<file path="config.mk">
export PLATFORM = sky130hd
export DESIGN_NAME = mem_stage
export DESIGN_NICKNAME = d
export VERILOG_FILES = /design/src/rtl/mem_stage_pkg.sv /design/src/rtl/mem_stage_load_ext.sv /design/src/rtl/mem_stage.sv
export SDC_FILE = /design/constraint.sdc
export NUM_CORES = 1
export LEC_CHECK = 0
export BUFFER_PORTS_ARGS = -buffer_cell sky130_fd_sc_hd__buf_4
export CAP_MARGIN = 10
export CORE_ASPECT_RATIO = 1.75
export CORE_MARGIN = 8
export CORE_UTILIZATION = 54
export CTS_CLUSTER_SIZE = 8
export DETAILED_ROUTE_END_ITERATION = 16
export MAX_ROUTING_LAYER = met4
export PLACE_DENSITY_LB_ADDON = 0.05
export SYNTH_ARGS = -nofsm -noshare
export SYNTH_HDL_FRONTEND = slang
export SYNTH_SLANG_ARGS = --single-unit
</file>
<file path="constraint.sdc">
create_clock -name clk -period 3.5 [get_ports clk]
set_clock_uncertainty 0.1 [all_clocks]
set_input_delay 0.7 -clock clk [delete_from_list [all_inputs] [get_ports clk]]
set_output_delay 0.7 -clock clk [all_outputs]
set_load 0.02 [all_outputs]
</file>
<file path="src/rtl/mem_stage_pkg.sv">
// Shared configuration for the memory-access stage.
// Holds the datapath widths, the aluop codes for loads and stores,
// the alusel codes that mark an instruction as a load or a store,
// the access FSM state encoding and a helper that maps a load/store
// aluop to its transfer length in bytes.
package mem_stage_pkg;

   localparam int Reglen     = 32;
   localparam int RegAddrlen = 5;
   localparam int Addrlen    = 32;
   localparam int AluOPlen   = 8;
   localparam int AluSellen  = 3;

   localparam logic [AluOPlen-1:0] EXE_LB_OP  = 8'h20;
   localparam logic [AluOPlen-1:0] EXE_LH_OP  = 8'h21;
   localparam logic [AluOPlen-1:0] EXE_LW_OP  = 8'h22;
   localparam logic [AluOPlen-1:0] EXE_LBU_OP = 8'h23;
   localparam logic [AluOPlen-1:0] EXE_LHU_OP = 8'h24;
   localparam logic [AluOPlen-1:0] EXE_SB_OP  = 8'h28;
   localparam logic [AluOPlen-1:0] EXE_SH_OP  = 8'h29;
   localparam logic [AluOPlen-1:0] EXE_SW_OP  = 8'h2A;

   localparam logic [AluSellen-1:0] EXE_LOAD  = 3'b100;
   localparam logic [AluSellen-1:0] EXE_STORE = 3'b101;

   typedef enum logic [1:0] {
      ST_IDLE   = 2'd0,
      ST_ACCESS = 2'd1,
      ST_DONE   = 2'd2
   } state_t;

   // Number of byte transfers an access needs.
   function automatic logic [2:0] byte_count(input logic [AluOPlen-1:0] op);
      logic [2:0] n;
      case (op)
         EXE_LW_OP, EXE_SW_OP:              n = 3'd4;
         EXE_LH_OP, EXE_LHU_OP, EXE_SH_OP:  n = 3'd2;
         EXE_LB_OP, EXE_LBU_OP, EXE_SB_OP:  n = 3'd1;
         default:                           n = 3'd1;
      endcase
      return n;
   endfunction

endpackage

</file>
<file path="src/rtl/mem_stage_load_ext.sv">
// Load result extension.
// Ports:
//   word   - little-endian word assembled from the byte transfers
//   aluop  - load operation code
//   result - sign/zero-extended load value (word unchanged for LW)
module mem_stage_load_ext
   import mem_stage_pkg::*;
#(
   parameter int DW  = Reglen,
   parameter int OPW = AluOPlen
) (
   input  logic [DW-1:0]  word,
   input  logic [OPW-1:0] aluop,
   output logic [DW-1:0]  result
);

   always_comb begin
      result = word;
      case (aluop)
         EXE_LB_OP:  result = {{(DW-8){word[7]}}, word[7:0]};
         EXE_LBU_OP: result = {{(DW-8){1'b0}}, word[7:0]};
         EXE_LH_OP:  result = {{(DW-16){word[15]}}, word[15:0]};
         EXE_LHU_OP: result = {{(DW-16){1'b0}}, word[15:0]};
         default:    result = word;
      endcase
   end

endmodule

</file>
<file path="src/rtl/mem_stage.sv">
// Memory-access stage: turns loads/stores from EX/MEM into byte-serial
// transfers on the 8-bit memory-controller port and produces the MEM/WB
// write-back fields. Non-memory instructions pass straight through.
// Ports:
//   clk, rst          - clock, synchronous active-high reset
//   rdy               - global ready; low freezes all state
//   mem_*             - registered EX/MEM fields (data, rd, enable, op, addr)
//   wb_*              - write-back fields for MEM/WB (combinational)
//   stall_req         - holds pipeline stages while an access is in flight
//   mc_req/wr/addr/wdata, mc_rdata, mc_ack - memory-controller byte port
//   fsm_state         - current access state, for observation
//
// Controller handshake: mc_req, mc_wr, mc_addr and mc_wdata are registered
// and stay stable while mc_req is high until the controller pulses mc_ack;
// a byte completes on any clock edge where mc_req and mc_ack are both high
// (and rdy is high), with mc_rdata valid in that same cycle for reads.
module mem_stage
   import mem_stage_pkg::*;
#(
   parameter int DW   = Reglen,
   parameter int AW   = Addrlen,
   parameter int RAW  = RegAddrlen,
   parameter int OPW  = AluOPlen,
   parameter int SELW = AluSellen
) (
   input  logic            clk,
   input  logic            rst,
   input  logic            rdy,
   input  logic [DW-1:0]   mem_rd_data,
   input  logic [RAW-1:0]  mem_rd_addr,
   input  logic            mem_rd_enable,
   input  logic [OPW-1:0]  mem_aluop,
   input  logic [SELW-1:0] mem_alusel,
   input  logic [AW-1:0]   mem_mem_addr,
   output logic [DW-1:0]   wb_rd_data,
   output logic [RAW-1:0]  wb_rd_addr,
   output logic            wb_rd_enable,
   output logic            stall_req,
   output logic            mc_req,
   output logic            mc_wr,
   output logic [AW-1:0]   mc_addr,
   output logic [7:0]      mc_wdata,
   input  logic [7:0]      mc_rdata,
   input  logic            mc_ack,
   output state_t          fsm_state
);

   state_t        state, state_next;
   logic [1:0]    k_q;
   logic [1:0]    k_next;
   logic [2:0]    n_q;
   logic [AW-1:0] base_q;
   logic [DW-1:0] sdata_q;
   logic [DW-1:0] data_q;
   logic [DW-1:0] ext_data;
   logic          is_load, is_store, mem_op, more;

   assign is_load  = (mem_alusel == EXE_LOAD);
   assign is_store = (mem_alusel == EXE_STORE);
   assign mem_op   = is_load || is_store;
   assign k_next   = k_q + 2'd1;
   // More bytes remain after the one completing now.
   assign more     = ({1'b0, k_q} + 3'd1) < n_q;

   assign fsm_state = state;

   // Low in DONE so EX/MEM advances past the finished instruction.
   assign stall_req = !rst && ((state == ST_IDLE && mem_op) || state == ST_ACCESS);

   always_ff @(posedge clk) begin
      if (rst) state <= ST_IDLE;
      else     state <= state_next;
   end

   always_comb begin
      state_next = state;
      if (rdy) begin
         unique case (state)
            ST_IDLE:   if (mem_op) state_next = ST_ACCESS;
            ST_ACCESS: if (mc_ack && !more) state_next = ST_DONE;
            ST_DONE:   state_next = ST_IDLE;
            default:   state_next = ST_IDLE;
         endcase
      end
   end

   always_ff @(posedge clk) begin
      if (rst) begin
         k_q      <= '0;
         n_q      <= '0;
         base_q   <= '0;
         sdata_q  <= '0;
         data_q   <= '0;
         mc_req   <= 1'b0;
         mc_wr    <= 1'b0;
         mc_addr  <= '0;
         mc_wdata <= '0;
      end else if (rdy) begin
         unique case (state)
            ST_IDLE: begin
               if (mem_op) begin
                  n_q      <= byte_count(mem_aluop);
                  base_q   <= mem_mem_addr;
                  sdata_q  <= mem_rd_data;
                  data_q   <= '0;
                  k_q      <= '0;
                  mc_req   <= 1'b1;
                  mc_wr    <= is_store;
                  mc_addr  <= mem_mem_addr;
                  mc_wdata <= mem_rd_data[7:0];
               end
            end
            ST_ACCESS: begin
               if (mc_ack) begin
                  // mc_wr holds the latched direction of this access.
                  if (!mc_wr) data_q[8*k_q +: 8] <= mc_rdata;
                  k_q <= k_next;
                  if (more) begin
                     mc_addr  <= base_q + AW'(k_next);
                     mc_wdata <= sdata_q[8*k_next +: 8];
                  end else begin
                     mc_req <= 1'b0;
                  end
               end
            end
            default: ;
         endcase
      end
   end

   mem_stage_load_ext #(.DW(DW), .OPW(OPW)) u_load_ext (
      .word   (data_q),
      .aluop  (mem_aluop),
      .result (ext_data)
   );

   always_comb begin
      wb_rd_data   = mem_rd_data;
      wb_rd_addr   = mem_rd_addr;
      wb_rd_enable = mem_rd_enable;
      if (rst) begin
         wb_rd_data   = '0;
         wb_rd_addr   = '0;
         wb_rd_enable = 1'b0;
      end else if (is_load) begin
         wb_rd_data   = ext_data;
         wb_rd_enable = mem_rd_enable && (state == ST_DONE);
      end else if (is_store) begin
         wb_rd_enable = 1'b0;
      end
   end

endmodule

</file>
==> flow_summary_export.csv <==
group,metric,value,unit
worst_setup_path,start_kind,"input pin",
sta,final-setup-viol-count,0,
worst_setup_path,r2r_startpoint,"k_q[1]",
worst_setup_path,peak_fanout_along_the_critical_path,8,
clock_tree,ctsLongestPathBuffers,2,
logic_synthesis,synth_edf_count,0,
floorplanning,die-area,17500,um2
logic_synthesis,leading_area_contributor_after_synthesis,"dfxtp_1",
global_route,first_global_vias,7492,
finish,area_growth_syn_to_layout,29.3,%
logic_synthesis,post_synth_most_frequent_cells,"240 x nand2_1, 145 x a21oi_1, 145 x dfxtp_1",
placed_design,place_congestion,0.927,
global_route,largest_net_degree_at_the_start_of_global_routing,43,
routing,antenna_left,0,
clock_tree,tritoncts.num_buffers,17,
floorplanning,design.core.area,13200,um2
clock_tree,postCtsHoldBufs,0,
sta,rsz_0062_raised_after_global_routing,"false",
placed_design,dp.final_hpwl,18100,um
logic_synthesis,synth.yosys.warnings,0,
global_route,grt_pass1_wl,38400,um
floorplanning,initial_utilization,54.7,%
floorplanning,top_level_port_count,176,
run,drv_cap,0,
worst_setup_path,setup.worst_path.start,"mem_aluop[4]",
logic_synthesis,post_syn_area_per_cell,7.61,um2
worst_setup_path,worstPathRequired,2.70,ns
routing,drt-pass1-iter-count,5,
logic_synthesis,seq_area_frac_synth,40.1,%
power_and_ir_drop,p_leak,0.00356,uW
clock_tree,postCtsSetupRepairBufs,0,
routing,drc_errors,0,
finish,seqCellArea,2900,um2
routing,post_drt_wl_per_cell,18.6,um
global_route,grt_overflow,0,
logic_synthesis,mappedNetlistNets,1055,
finish,drive_gt1_share,23.6,%
logic_synthesis,yosysMostFrequentCell,"nand2_1",
clock_tree,cts_htree_levels,4,
logic_synthesis,synthCells,952,
worst_setup_path,startpoint_to_endpoint_class_of_the_critical_path,"input pin to output port",
routing,finalWirelength,24100,um
logic_synthesis,async_reset_ff_share,0,%
logic_synthesis,yosysUniqueCellTypes,62,
global_route,overall_routing_resource_usage,27.9,%
routing,starting_drt_drc_count,401,
hold_path,worst_hold_startpoint,"n_q[2]",
sta,report.final.slew_viol_count,0,
floorplanning,fp.dieW,104,um
power_and_ir_drop,p_per_area,443,nW/um2
finish,nNetsFinal,1213,
sta,report.final.hold_viol_count,0,
sta,timing.final.crit_period,3.14,ns
global_route,grt_antenna_before_repair,0,
sta,worst-slew-pin-transition,0.842,ns
finish,antennaDiodeCount,0,
floorplanning,floorplan.rows,56,
worst_setup_path,worst-endpoint-arrival,2.34,ns
sta,worst_slew_margin_rel,43.7,%
sta,fin_setup_tns,0,ns
clock_tree,cts_tree,"done",
clock_tree,post_cts_resized,0,
power_and_ir_drop,ir_drop,0.407,mV
logic_synthesis,dominantRegCellSynth,"dfxtp_1",
placed_design,cells_after_dpl,1265,
routing,avgViaCountPerCell,5.88,
worst_setup_path,cp-end-kind,"output port",
finish,layout.cells.non_filler,1297,
logic_synthesis,synthTopCellsByArea,"dfxtp_1 40%, nand2_1 12%, a21oi_1 10%",
sta,min_period_over_period,89.7,%
hold_path,holdCritPathClass,"flip-flop to flip-flop",
logic_synthesis,ys_ff_latch,145,
logic_synthesis,synthDominantCellAreaShare,40.1,%
finish,multi_input_area,4030,um2
logic_synthesis,syn_area,7240,um2
clock_tree,sink_count_of_the_clock_tree,145,
routing,route.vias.total,7623,
sta,achievable-frequency,0.318,GHz
floorplanning,die_h,169,um
finish,num-fill-cells,1156,
placed_design,io_buffer_count,175,
run_status,outcome,"complete, no violations",
clock_tree,clk_pin_slew_worst_setup_hold_paths,0.06,ns
clock_tree,clockRootBuffer,"clkbuf_16",
clock_tree,worst_skew_pair.late_latency,0.43,ns
power_and_ir_drop,power.total,4150,uW
registers in the layout (all words and copies together), names as in the netlist:
signal     flops
n_q            3
sdata_q       32
mc_wdata       8
fsm_state      2
mc_req         1
base_q        32
k_q            2
data_q        32
mc_wr          1
mc_addr       32
cell type report:
cell class / instances / share of cell area [%]
Inverter: 14 / 0.561
Clock buffer: 17 / 4.54
Multi-Input combinational cell: 728 / 43.0
Sequential cell: 145 / 31.0
Clock inverter: 15 / 1.94
Timing Repair Buffer: 204 / 16.6
Tap cell: 174 / 2.32
cell usage in the layout, fill, tap and decap left out, types with 4 or more instances in the layout:
master / count
nor4_1: 12
a21boi_0: 5
o21a_1: 4
mux4_2: 8
clkinv_8: 4
nand4_1: 13
o211ai_1: 5
nor2_1: 53
a311oi_1: 10
ha_1: 9
a21oi_1: 145
nand2b_1: 6
a31oi_1: 4
a22o_1: 5
inv_1: 14
o21ai_0: 21
nand3_1: 50
o22ai_1: 20
xnor2_1: 15
a211o_1: 8
dfxtp_1: 145
o21ai_1: 5
and4_1: 6
clkbuf_16: 17
nor3_1: 14
nor2b_1: 12
xor2_1: 7
buf_4: 202
nand2_1: 240
inv_8: 5
through the flow:
stage	hold WS [ns]	util (%)	setup WS [ns]	area, um2
floorplan	0.332	-	0.418	7240
global placement	0.339	66.1	0.380	8760
detailed placement	0.345	66.1	0.377	8760
CTS	0.355	70.7	0.367	9360
global route	0.369	70.7	0.230	9360
finish	0.351	70.7	0.360	9360
layer usage:
| layer | vias up | track usage, % | share of wire [%] |
|---|---|---|---|
| met5 | - | - | 0 |
| met4 | 0 | 18.4 | 6.1 |
| met3 | 94 | 5.02 | 5.7 |
| met2 | 329 | 49.3 | 51 |
| met1 | 3540 | 27.5 | 37 |
| li1 | 3660 | - | - |
kinds of logic (layout without fill, tap and decap cells):
kind of cell | Yosys count | count (layout) | synth area share, %
and+or+nand+nor | 431 | 431 | 27.1
AOI/OAI and AO/OA | 254 | 254 | 20.9
DFF | 145 | 145 | 40.1
buffers and inverters | 79 | 250 | 4.49
xor gates and xnor gates | 22 | 22 | 2.66
muxes | 11 | 11 | 2.92
adders and majority gates | 10 | 10 | 1.83
worst max-delay path: stages:
cell	delay (ns)
buf_4	0.11
nor4b_2	0.41
nand2b_1	0.23
or3_1	0.52
nand2_1	0.12
a21oi_1	0.07
buf_4	0.17
worst paths after layout:
path / end / slack [ns] / cells after the start
setup / recovery: wb_rd_data[10] / 0.36 / 7
hold / removal: n_q[2] / 0.35 / 2
setup reg to reg: mc_addr[9] / 0.52 / 8
hold reg to reg: n_q[2] / 0.35 / 2
power by group:
part / internal, uW / leakage, uW / switching, uW
sequential: 1700 / 0.00118 / 38.2
clock: 972 / 0.000296 / 874
combinational: 235 / 0.00208 / 332
No activity file was read; power rests on OpenSTA's default activity.
